===== src/rtl/fifo_pkg.sv =====
// Shared sizing helpers and read-mode enum for the parametrised FIFO.
package fifo_pkg;

    typedef enum logic {
        STD  = 1'b0,
        FWFT = 1'b1
    } fifo_mode_e;

    // Pointer and count share one width: they must represent 0..DEPTH inclusive.
    function automatic int ptr_w(input int depth);
        return $clog2(depth) + 1;
    endfunction

    function automatic int cnt_w(input int depth);
        return $clog2(depth) + 1;
    endfunction

    function automatic int addr_w(input int depth);
        return $clog2(depth);
    endfunction

endpackage


===== src/rtl/fifo_param_if.sv =====
// Producer/consumer handshake and status bundle for fifo_param.
interface fifo_param_if #(
    parameter int WIDTH = 8,
    parameter int DEPTH = 16
);
    import fifo_pkg::*;

    localparam int CNT_W = cnt_w(DEPTH);

    logic             wr;
    logic             rd;
    logic [WIDTH-1:0] data_in;
    logic [WIDTH-1:0] data_out;
    logic             empty;
    logic             full;
    logic             almost_full;
    logic             almost_empty;
    logic [CNT_W-1:0] count;
    logic             overflow;
    logic             underflow;

    modport master (
        output wr, rd, data_in,
        input  data_out, empty, full, almost_full, almost_empty,
               count, overflow, underflow
    );

    modport slave (
        input  wr, rd, data_in,
        output data_out, empty, full, almost_full, almost_empty,
               count, overflow, underflow
    );

endinterface


===== src/rtl/fifo_mem.sv =====
// DEPTH x WIDTH storage: synchronous write, asynchronous read, contents not reset.
module fifo_mem
    import fifo_pkg::*;
#(
    parameter int WIDTH = 8,
    parameter int DEPTH = 16
) (
    input  logic                      clock,
    input  logic                      we_i,
    input  logic [addr_w(DEPTH)-1:0]  waddr_i,
    input  logic [WIDTH-1:0]          wdata_i,
    input  logic [addr_w(DEPTH)-1:0]  raddr_i,
    output logic [WIDTH-1:0]          rdata_o
);

    logic [WIDTH-1:0] mem_q [DEPTH];

    // Storage array write port.
    always_ff @(posedge clock) begin
        if (we_i) begin
            mem_q[waddr_i] <= wdata_i;
        end
    end

    assign rdata_o = mem_q[raddr_i];

endmodule


===== src/rtl/fifo_param.sv =====
// Parametrised single-clock FIFO with fill level, threshold flags, error pulses
// and an optional first-word-fall-through read port.
module fifo_param #(
    parameter int WIDTH    = 8,
    parameter int DEPTH    = 16,
    parameter int AF_LEVEL = DEPTH - 2,
    parameter int AE_LEVEL = 2,
    parameter int FWFT     = 0
) (
    input  logic         clock,
    input  logic         rst,
    fifo_param_if.slave  bus
);

    localparam int PTR_W  = fifo_pkg::ptr_w(DEPTH);
    localparam int ADDR_W = fifo_pkg::addr_w(DEPTH);
    localparam int CNT_W  = fifo_pkg::cnt_w(DEPTH);

    localparam logic [CNT_W-1:0] DEPTH_C = CNT_W'(DEPTH);
    localparam logic [CNT_W-1:0] AF_C    = CNT_W'(AF_LEVEL);
    localparam logic [CNT_W-1:0] AE_C    = CNT_W'(AE_LEVEL);
    localparam logic             AF_RST  = (AF_LEVEL == 0) ? 1'b1 : 1'b0;

    localparam fifo_pkg::fifo_mode_e MODE = (FWFT != 0) ? fifo_pkg::FWFT : fifo_pkg::STD;

    logic [PTR_W-1:0] wr_ptr_q, wr_ptr_d;
    logic [PTR_W-1:0] rd_ptr_q, rd_ptr_d;
    logic [CNT_W-1:0] count_q,  count_d;
    logic             empty_q,  empty_d;
    logic             full_q,   full_d;
    logic             af_q,     af_d;
    logic             ae_q,     ae_d;
    logic             ovf_q,    ovf_d;
    logic             unf_q,    unf_d;
    logic [WIDTH-1:0] dout_q,   dout_d;

    logic             wr_ok_s;
    logic             rd_ok_s;
    logic [WIDTH-1:0] mem_rdata_s;

    fifo_mem #(
        .WIDTH (WIDTH),
        .DEPTH (DEPTH)
    ) u_mem (
        .clock   (clock),
        .we_i    (wr_ok_s),
        .waddr_i (wr_ptr_q[ADDR_W-1:0]),
        .wdata_i (bus.data_in),
        .raddr_i (rd_ptr_q[ADDR_W-1:0]),
        .rdata_o (mem_rdata_s)
    );

    // Acceptance, next pointers/count and flags computed from the next count.
    always_comb begin
        wr_ok_s  = 1'b0;
        rd_ok_s  = 1'b0;
        wr_ptr_d = wr_ptr_q;
        rd_ptr_d = rd_ptr_q;
        count_d  = count_q;
        dout_d   = dout_q;

        // A read on a full FIFO frees the slot the simultaneous write fills.
        wr_ok_s = bus.wr && (!full_q || bus.rd);
        rd_ok_s = bus.rd && !empty_q;

        if (wr_ok_s) begin
            wr_ptr_d = wr_ptr_q + PTR_W'(1);
        end else begin
            wr_ptr_d = wr_ptr_q;
        end

        if (rd_ok_s) begin
            rd_ptr_d = rd_ptr_q + PTR_W'(1);
            dout_d   = mem_rdata_s;
        end else begin
            rd_ptr_d = rd_ptr_q;
            dout_d   = dout_q;
        end

        case ({wr_ok_s, rd_ok_s})
            2'b10:   count_d = count_q + CNT_W'(1);
            2'b01:   count_d = count_q - CNT_W'(1);
            default: count_d = count_q;
        endcase

        empty_d = (count_d == CNT_W'(0));
        full_d  = (count_d == DEPTH_C);
        af_d    = (count_d >= AF_C);
        ae_d    = (count_d <= AE_C);
        ovf_d   = bus.wr && !wr_ok_s;
        unf_d   = bus.rd && !rd_ok_s;
    end

    // State register with synchronous reset; rst overrides any request.
    always_ff @(posedge clock) begin
        if (rst) begin
            wr_ptr_q <= '0;
            rd_ptr_q <= '0;
            count_q  <= '0;
            empty_q  <= 1'b1;
            full_q   <= 1'b0;
            af_q     <= AF_RST;
            ae_q     <= 1'b1;
            ovf_q    <= 1'b0;
            unf_q    <= 1'b0;
            dout_q   <= '0;
        end else begin
            wr_ptr_q <= wr_ptr_d;
            rd_ptr_q <= rd_ptr_d;
            count_q  <= count_d;
            empty_q  <= empty_d;
            full_q   <= full_d;
            af_q     <= af_d;
            ae_q     <= ae_d;
            ovf_q    <= ovf_d;
            unf_q    <= unf_d;
            dout_q   <= dout_d;
        end
    end

    assign bus.data_out     = (MODE == fifo_pkg::FWFT) ? (empty_q ? '0 : mem_rdata_s) : dout_q;
    assign bus.empty        = empty_q;
    assign bus.full         = full_q;
    assign bus.almost_full  = af_q;
    assign bus.almost_empty = ae_q;
    assign bus.count        = count_q;
    assign bus.overflow     = ovf_q;
    assign bus.underflow    = unf_q;

endmodule


===== src/flat_wrapper.sv =====
// flat-port wrapper written by rule: the top's interface ports become plain ports
module fifo_param_flat 
#(
    parameter int WIDTH    = 8,
    parameter int DEPTH    = 16,
    parameter int AF_LEVEL = DEPTH - 2,
    parameter int AE_LEVEL = 2,
    parameter int FWFT     = 0
)
  (clock, rst, bus_wr, bus_rd, bus_data_in, bus_data_out, bus_empty, bus_full, bus_almost_full, bus_almost_empty, bus_count, bus_overflow, bus_underflow);
  fifo_param_if #(.WIDTH(WIDTH), .DEPTH(DEPTH)) bus_i ();
  input  logic clock;
  input  logic rst;
  input wire logic [$bits(bus_i.wr)-1:0] bus_wr;
  input wire logic [$bits(bus_i.rd)-1:0] bus_rd;
  input wire logic [$bits(bus_i.data_in)-1:0] bus_data_in;
  output wire logic [$bits(bus_i.data_out)-1:0] bus_data_out;
  output wire logic [$bits(bus_i.empty)-1:0] bus_empty;
  output wire logic [$bits(bus_i.full)-1:0] bus_full;
  output wire logic [$bits(bus_i.almost_full)-1:0] bus_almost_full;
  output wire logic [$bits(bus_i.almost_empty)-1:0] bus_almost_empty;
  output wire logic [$bits(bus_i.count)-1:0] bus_count;
  output wire logic [$bits(bus_i.overflow)-1:0] bus_overflow;
  output wire logic [$bits(bus_i.underflow)-1:0] bus_underflow;
  assign bus_i.wr = bus_wr;
  assign bus_i.rd = bus_rd;
  assign bus_i.data_in = bus_data_in;
  assign bus_data_out = bus_i.data_out;
  assign bus_empty = bus_i.empty;
  assign bus_full = bus_i.full;
  assign bus_almost_full = bus_i.almost_full;
  assign bus_almost_empty = bus_i.almost_empty;
  assign bus_count = bus_i.count;
  assign bus_overflow = bus_i.overflow;
  assign bus_underflow = bus_i.underflow;
  fifo_param #(.WIDTH(WIDTH), .DEPTH(DEPTH), .AF_LEVEL(AF_LEVEL), .AE_LEVEL(AE_LEVEL), .FWFT(FWFT)) u_core (.clock(clock), .rst(rst), .bus(bus_i));
endmodule

===== config.mk =====
export PLATFORM = sky130hd
export DESIGN_NAME = fifo_param_flat
export DESIGN_NICKNAME = d
export VERILOG_FILES = /design/src/rtl/fifo_pkg.sv /design/src/rtl/fifo_param_if.sv /design/src/rtl/fifo_mem.sv /design/src/rtl/fifo_param.sv /design/src/flat_wrapper.sv
export SDC_FILE = /design/constraint.sdc
export NUM_CORES = 1
export LEC_CHECK = 0
export CAP_MARGIN = 30
export CORE_ASPECT_RATIO = 0.9
export CORE_MARGIN = 3
export CORE_UTILIZATION = 45
export CTS_CLUSTER_DIAMETER = 50
export DETAILED_ROUTE_END_ITERATION = 10
export SLEW_MARGIN = 10
export SYNTH_ARGS = -nofsm -noshare
export SYNTH_HDL_FRONTEND = slang
export SYNTH_HIERARCHICAL = 1
export SYNTH_SLANG_ARGS = --single-unit
export TNS_END_PERCENT = 100

===== constraint.sdc =====
create_clock -name clock -period 7 [get_ports clock]
set_clock_uncertainty 0.05 [all_clocks]
set_input_delay 1.05 -clock clock [delete_from_list [all_inputs] [get_ports clock]]
set_output_delay 1.05 -clock clock [all_outputs]
set_load 0.02 [all_outputs]

Word-level counts from Yosys, hierarchy flattened
Memory sizes are Yosys's and may differ from the RTL's. A register that Yosys moved wholly into a read port is not among the register bits.
Index checks and enable logic that the tools add are counted.
- flip-flop bits (word level): 21
- RAM bits: 128
- bits of input ports: 12
- memories kept: 1
- memories (memory ; depth ; bits a word ; rd ports ; clocked after memory_dff ; wr ports ; RTL line ; RTL):
    u_core.u_mem.mem_q ; 16 ; 8 ; 1 ; 1 ; 1 ; fifo_mem.sv:16 ; logic [WIDTH-1:0] mem_q [DEPTH];
- add/sub/neg operators: 4
- $lt $le $gt $ge: 2
- equality and inequality tests: 3
- mux-type cells: 3
- reductions and logical operators: 10
- operators by type and width (operator ; number):
    adder 5 x 1 -> 5 bit, second input constant ; 3
    case mux 5 bit (2 select lines) ; 1
    == test 5 bit, second input constant ; 1
    >= comparator 5 x 4 -> 1 bit, second input constant ; 1
    less-or-equal comparator 5 x 2 -> 1 bit, second input constant ; 1
    zero test 5 bit ; 1
    subtractor 5 x 1 -> 5 bit, second input constant ; 1
    logical AND 1 bit ; 4
    zero test 1 bit ; 4
    == test 2 x 1 -> 1 bit, second input constant ; 1
    == test 2 bit, second input constant ; 1
    two-way mux 1 bit ; 2
    logical OR 1 bit ; 1

Depth between registers and ports, before layout
- depth in word-level cells: 6
- gate-level depth with buffers: 13
- gate-level depth less buffers: 10

By module
Netlist, hierarchy kept.
- modules (own cells, without submodules) (module ; instances ; cells each ; area each (sq um) ; seq. area each (sq um)):
    fifo_mem ; 1 ; 221 ; 4987.3 ; 3843.7
    fifo_param ; 1 ; 131 ; 1176.1 ; 540.5

Worst setup path after synthesis
Ideal clock, no wire load.
- kind: input -> register
- start: in bus_rd
- end: reg u_core.ae_q (netlist: u_core/bus.almost_empty)
- arrival: 3.635 ns
- setup slack: 3.199 ns
- stages: 13
- path through: nand2b_1 clkbuf_1 inv_1 clkbuf_1 ha_1 buf_6 xor2_1 ha_1 a21o_1 and2_4 or4_4 and3_1 a31o_2
- RTL lines (what ; RTL line ; RTL):
    start, declared ; flat_wrapper.sv:15 ; input wire logic [$bits(bus_i.rd)-1:0] bus_rd;
    logical AND 1 bit * ; fifo_param.sv:64 ; rd_ok_s = bus.rd && !empty_q;
    named net u_core.rd_ok_s ; fifo_param.sv:38 ; logic rd_ok_s;
    == test 2 x 1 -> 1 bit / == test 2 bit (equally long branches) ; fifo_param.sv:80 ; case ({wr_ok_s, rd_ok_s})
    case mux 5 bit (2 select lines) * ; fifo_param.sv:80 ;
    less-or-equal comparator 5 x 2 -> 1 bit * ; fifo_param.sv:89 ; ae_d = (count_d <= AE_C);
    end signal, assigned ; fifo_param.sv:103 ; ae_q <= 1'b1;
    end signal, assigned ; fifo_param.sv:114 ; ae_q <= ae_d;
    end, declared ; fifo_param.sv:32 ; logic ae_q, ae_d;
Mark *: on every way through the listed nets, which the timed path passes. The rest lies on a longest branch.
A chain may end at the register's enable or synchronous reset.

Final worst setup path
- start: in bus_rd
- end: reg u_core.ae_q (netlist: u_core/bus.almost_empty)
- cells in the longest elaborated chain, start to end: 5
- ends and longest elaborated chain (what ; RTL line ; RTL):
    logical OR 1 bit ; fifo_param.sv:63 ; wr_ok_s = bus.wr && (!full_q || bus.rd);
    logical AND 1 bit ; fifo_param.sv:63 ;
    == test 2 x 1 -> 1 bit / == test 2 bit (equally long branches) ; fifo_param.sv:80 ;
    case mux 5 bit (2 select lines) * ; fifo_param.sv:80 ;
    less-or-equal comparator 5 x 2 -> 1 bit * ; fifo_param.sv:89 ;
Every way passes the cells marked *; elsewhere a longest branch is shown, timed or not.

==> impl_results.md <==
* Die H at roughly 120 um
* Period Utilization, post-route at a little under three fifths
* Placed Cells at 535
* Mapped Cells at 352
* Max Fanout on Critical Path at 14
* Die area at approximately 15000 um2
* Max-cap violation count at 0
* Arr. time, crit path at approximately 4200 ps
* Startpoint Class: primary input
* Synthesized area at around 6000 um2
* Status: complete, no violations
* Post-CTS setup buffer count at 0
* Unrepaired setup endpoints after global routing: false
* Worst Setup End Kind: register
* Pin count of the biggest net entering global routing at 36
* Vias in the first global route at approximately 3200
* Pre-antenna DRT Iters at 4
* Synth Area in Compound Gates at between 4 and 5%
* Area Growth Syn to Fin at 15.8%
* Simple-gate share of the synthesized area at under 10%
* Placed Area at 6590 um2
* Slew Limit Fails at 0
* Largest family of logic cells by synthesized area: multiplexers
* Crit-path slowest cell: clkdlybuf4s50_1
* Total negative setup slack at 0 ps
* Most frequent cells in the layout: edfxtp_1, nand2_1, clkdlybuf4s50_1, nor2_1, dfxtp_1
* Longest Clk Path Bufs at 2
* Hold path depth at 2
* Crit. path cell count at 11
* CP top delay family: simple AND/OR/NAND/NOR gates
* Register area at between 4000 and 5000 um2
* Synth Area in Adders at 1.02%
* Async S/R FF share, synth at 0%
* Initial antenna violation count at 0
* Vias at around 3200
* YS warnings at 6
* Final HPWL DP at approximately 7600 um
* Port Buffers at 30
* GRT overflow at 0
* TritonCTS clock tree: yes
* Final Hold Viols at 0
* First-pass GRT wire length at 18400 um
* Worst hold path type: reg -> reg
* Flops & latches, synth at 155
* Mux contribution to synthesized area at between 10% and 20%
* Crit path required time at approximately 7300 ps
* # fillers at roughly 1000
* Static leakage at 0.00232 uW
* Most common cell after layout, fill and taps aside: edfxtp_1
* Final core utilization at between 50% and 60%
* Final Cell Area at approximately 7000 um2
* Vias per cell at between 5 and 6
* Placeable Area at approximately 13000 um2
* Most used cell, CP: ha_1
* Worst Reg2Reg Path Length in Cells at 10
* Worst stage delay on the critical path at 490 ps
* Final std cells w/o fill at 570
* Num CTS Buffers at 17
* Worst path bufs/invs at 2
* Count of antenna-violating nets left after detailed routing at 0
* Clock Pin Slew Worst Setup and Hold Paths at about 60 ps
* Endpoints failing setup at 0
* Ant. Diodes at 0
* # rows at 39
* CTS sink count at roughly 160
* Seq/Total Area, Yosys at around 71%
* All-Layer GR Usage at about 17%
* Nets@finish at approximately 400
* Drt wl/cell at around 21 um
* H-tree depth at 4
* Net Count, Synth at ~370
* EDFF count, synth at ~130
* Share of layout cells above drive strength 1 at about 16%
* Slew Limit Headroom at a little over a third
* Critical setup path kind: in -> reg
* Starting Density at a little under half
* Root Driver: clkbuf_16
* Post-CTS Resized at 0
* GP Congestion at 0.796
* Synth cell types at 48
* PwrDens at 309 nW/um2
* Die Width at ~130 um
* Multi-input gate area at 1650 um2
* Hold_buf cts at 0
* Slew @ Worst Pin at between 900 and 1000 ps
* DRT iter0 DRCs at between 200 and 300
* Maximum VDD drop at roughly 0.21 mV
* Ys flop type: edfxtp_1
* Final min period at 3930 ps
* Routed wire length at 12000 um
* Post-Synth XOR/XNOR Area at 1.28%
* Cell Chain, Critical Path: clkdlybuf4s50_1, nand2b_1, inv_1, ha_1, xor2_1, ha_1, a21o_1, and2_4, or4_4, and3_1, a31o_2
* Synthesized area per cell at between 15 and 20 um2
* DRC errors left at 0
* Max Clk Rate at between 200 and 300 MHz
* Clk_lat worst skew at 410 ps
* Top-Level Pins at 31
cells in the mapped netlist (all sizes together), types with 2 or more instances:
cell	number	area, um2
a211o	2	17.5
xnor2	3	26.3
nor4b	2	23.8
mux4	32	773
clkbuf	4	15.0
nand4	2	12.5
a21oi	12	60.1
edfxtp	128	3840
a22oi	16	120
xor2	6	52.6
nand2	36	135
and3b	2	18.8
clkdlybuf4s25	3	30.0
nor2	27	101
inv	3	11.3
nand2b	4	25.0
nor3	5	25.0
dfxtp	27	541
ha	5	62.6
buf	10	76.3
nand3b	2	15.0
and2	2	15.0
metrics by stage:
step,power (uW),hold slack [ps],setup slack [ps]
after floorplan,1340,462,3200
after global placement,1440,397,2730
after detailed placement,1450,395,2650
after CTS,2230,400,3070
after global routing,2310,428,2830
final,2210,397,3070
state kept, by name (all words and copies together) (netlist names), 4 cells and up:
name,count
u_core/rd_ptr_q,4
u_core/wr_ptr_q,4
u_core/u_mem/mem_q,128
u_core/bus.data_out,8
u_core/bus.count,5
where the power goes:
part           leakage [uW]  internal (uW)  switching [uW]
sequential          0.00138           1040            30.3
combinational      0.000715            170             188
clock              0.000229            446             338
total               0.00232           1650             556
kinds of logic after synthesis:
family                     Yosys count
buffers and inverters               20
muxes                               33
AOI/OAI and AO/OA                   39
DFF                                155
and+or+nand+nor                     91
adders and majority gates            5
xor gates and xnor gates             9
final timing paths:
path	start	to	slack (ps)
worst min-delay path	u_core/bus.empty$_SDFF_PP1_	u_core/bus.underflow$_SDFF_PP0_	400
worst min register to register	u_core/bus.empty$_SDFF_PP1_	u_core/bus.underflow$_SDFF_PP0_	400
worst max-delay path	bus_rd	u_core/bus.almost_empty$_SDFF_PP1_	3070
worst max register to register	u_core/bus.empty$_SDFF_PP1_	u_core/bus.almost_empty$_SDFF_PP1_	3780
layout make-up:
class / count / share of cell area (%)
clock inverter: 13 / 1.12
tap: 164 / 2.88
sequential: 155 / 61.4
inverter: 3 / 0.158
multi-input combinational: 177 / 23.1
clock buffer: 19 / 6.07
timing repair buffer: 39 / 5.26
tightest hold or removal path, delay by kind of cell (launching register included):
| kind | cells | cell delay [ps] |
|---|---|---|
| flops | 1 | 320 |
| simple gates | 2 | 90 |
per-layer routing:
| layer | part of all wire (%) | track usage, % | vias up | wire length, um |
|---|---|---|---|---|
| met5 | 0 | 0 | - | 0 |
| li1 | - | - | 1481 | - |
| met4 | 1.6 | 5.81 | 0 | 190 |
| met1 | 44 | 23.8 | 1591 | 5230 |
| met2 | 47 | 26.5 | 92 | 5690 |
| met3 | 7.3 | 4.72 | 18 | 874 |
No activity file was read; power rests on OpenSTA's default activity.
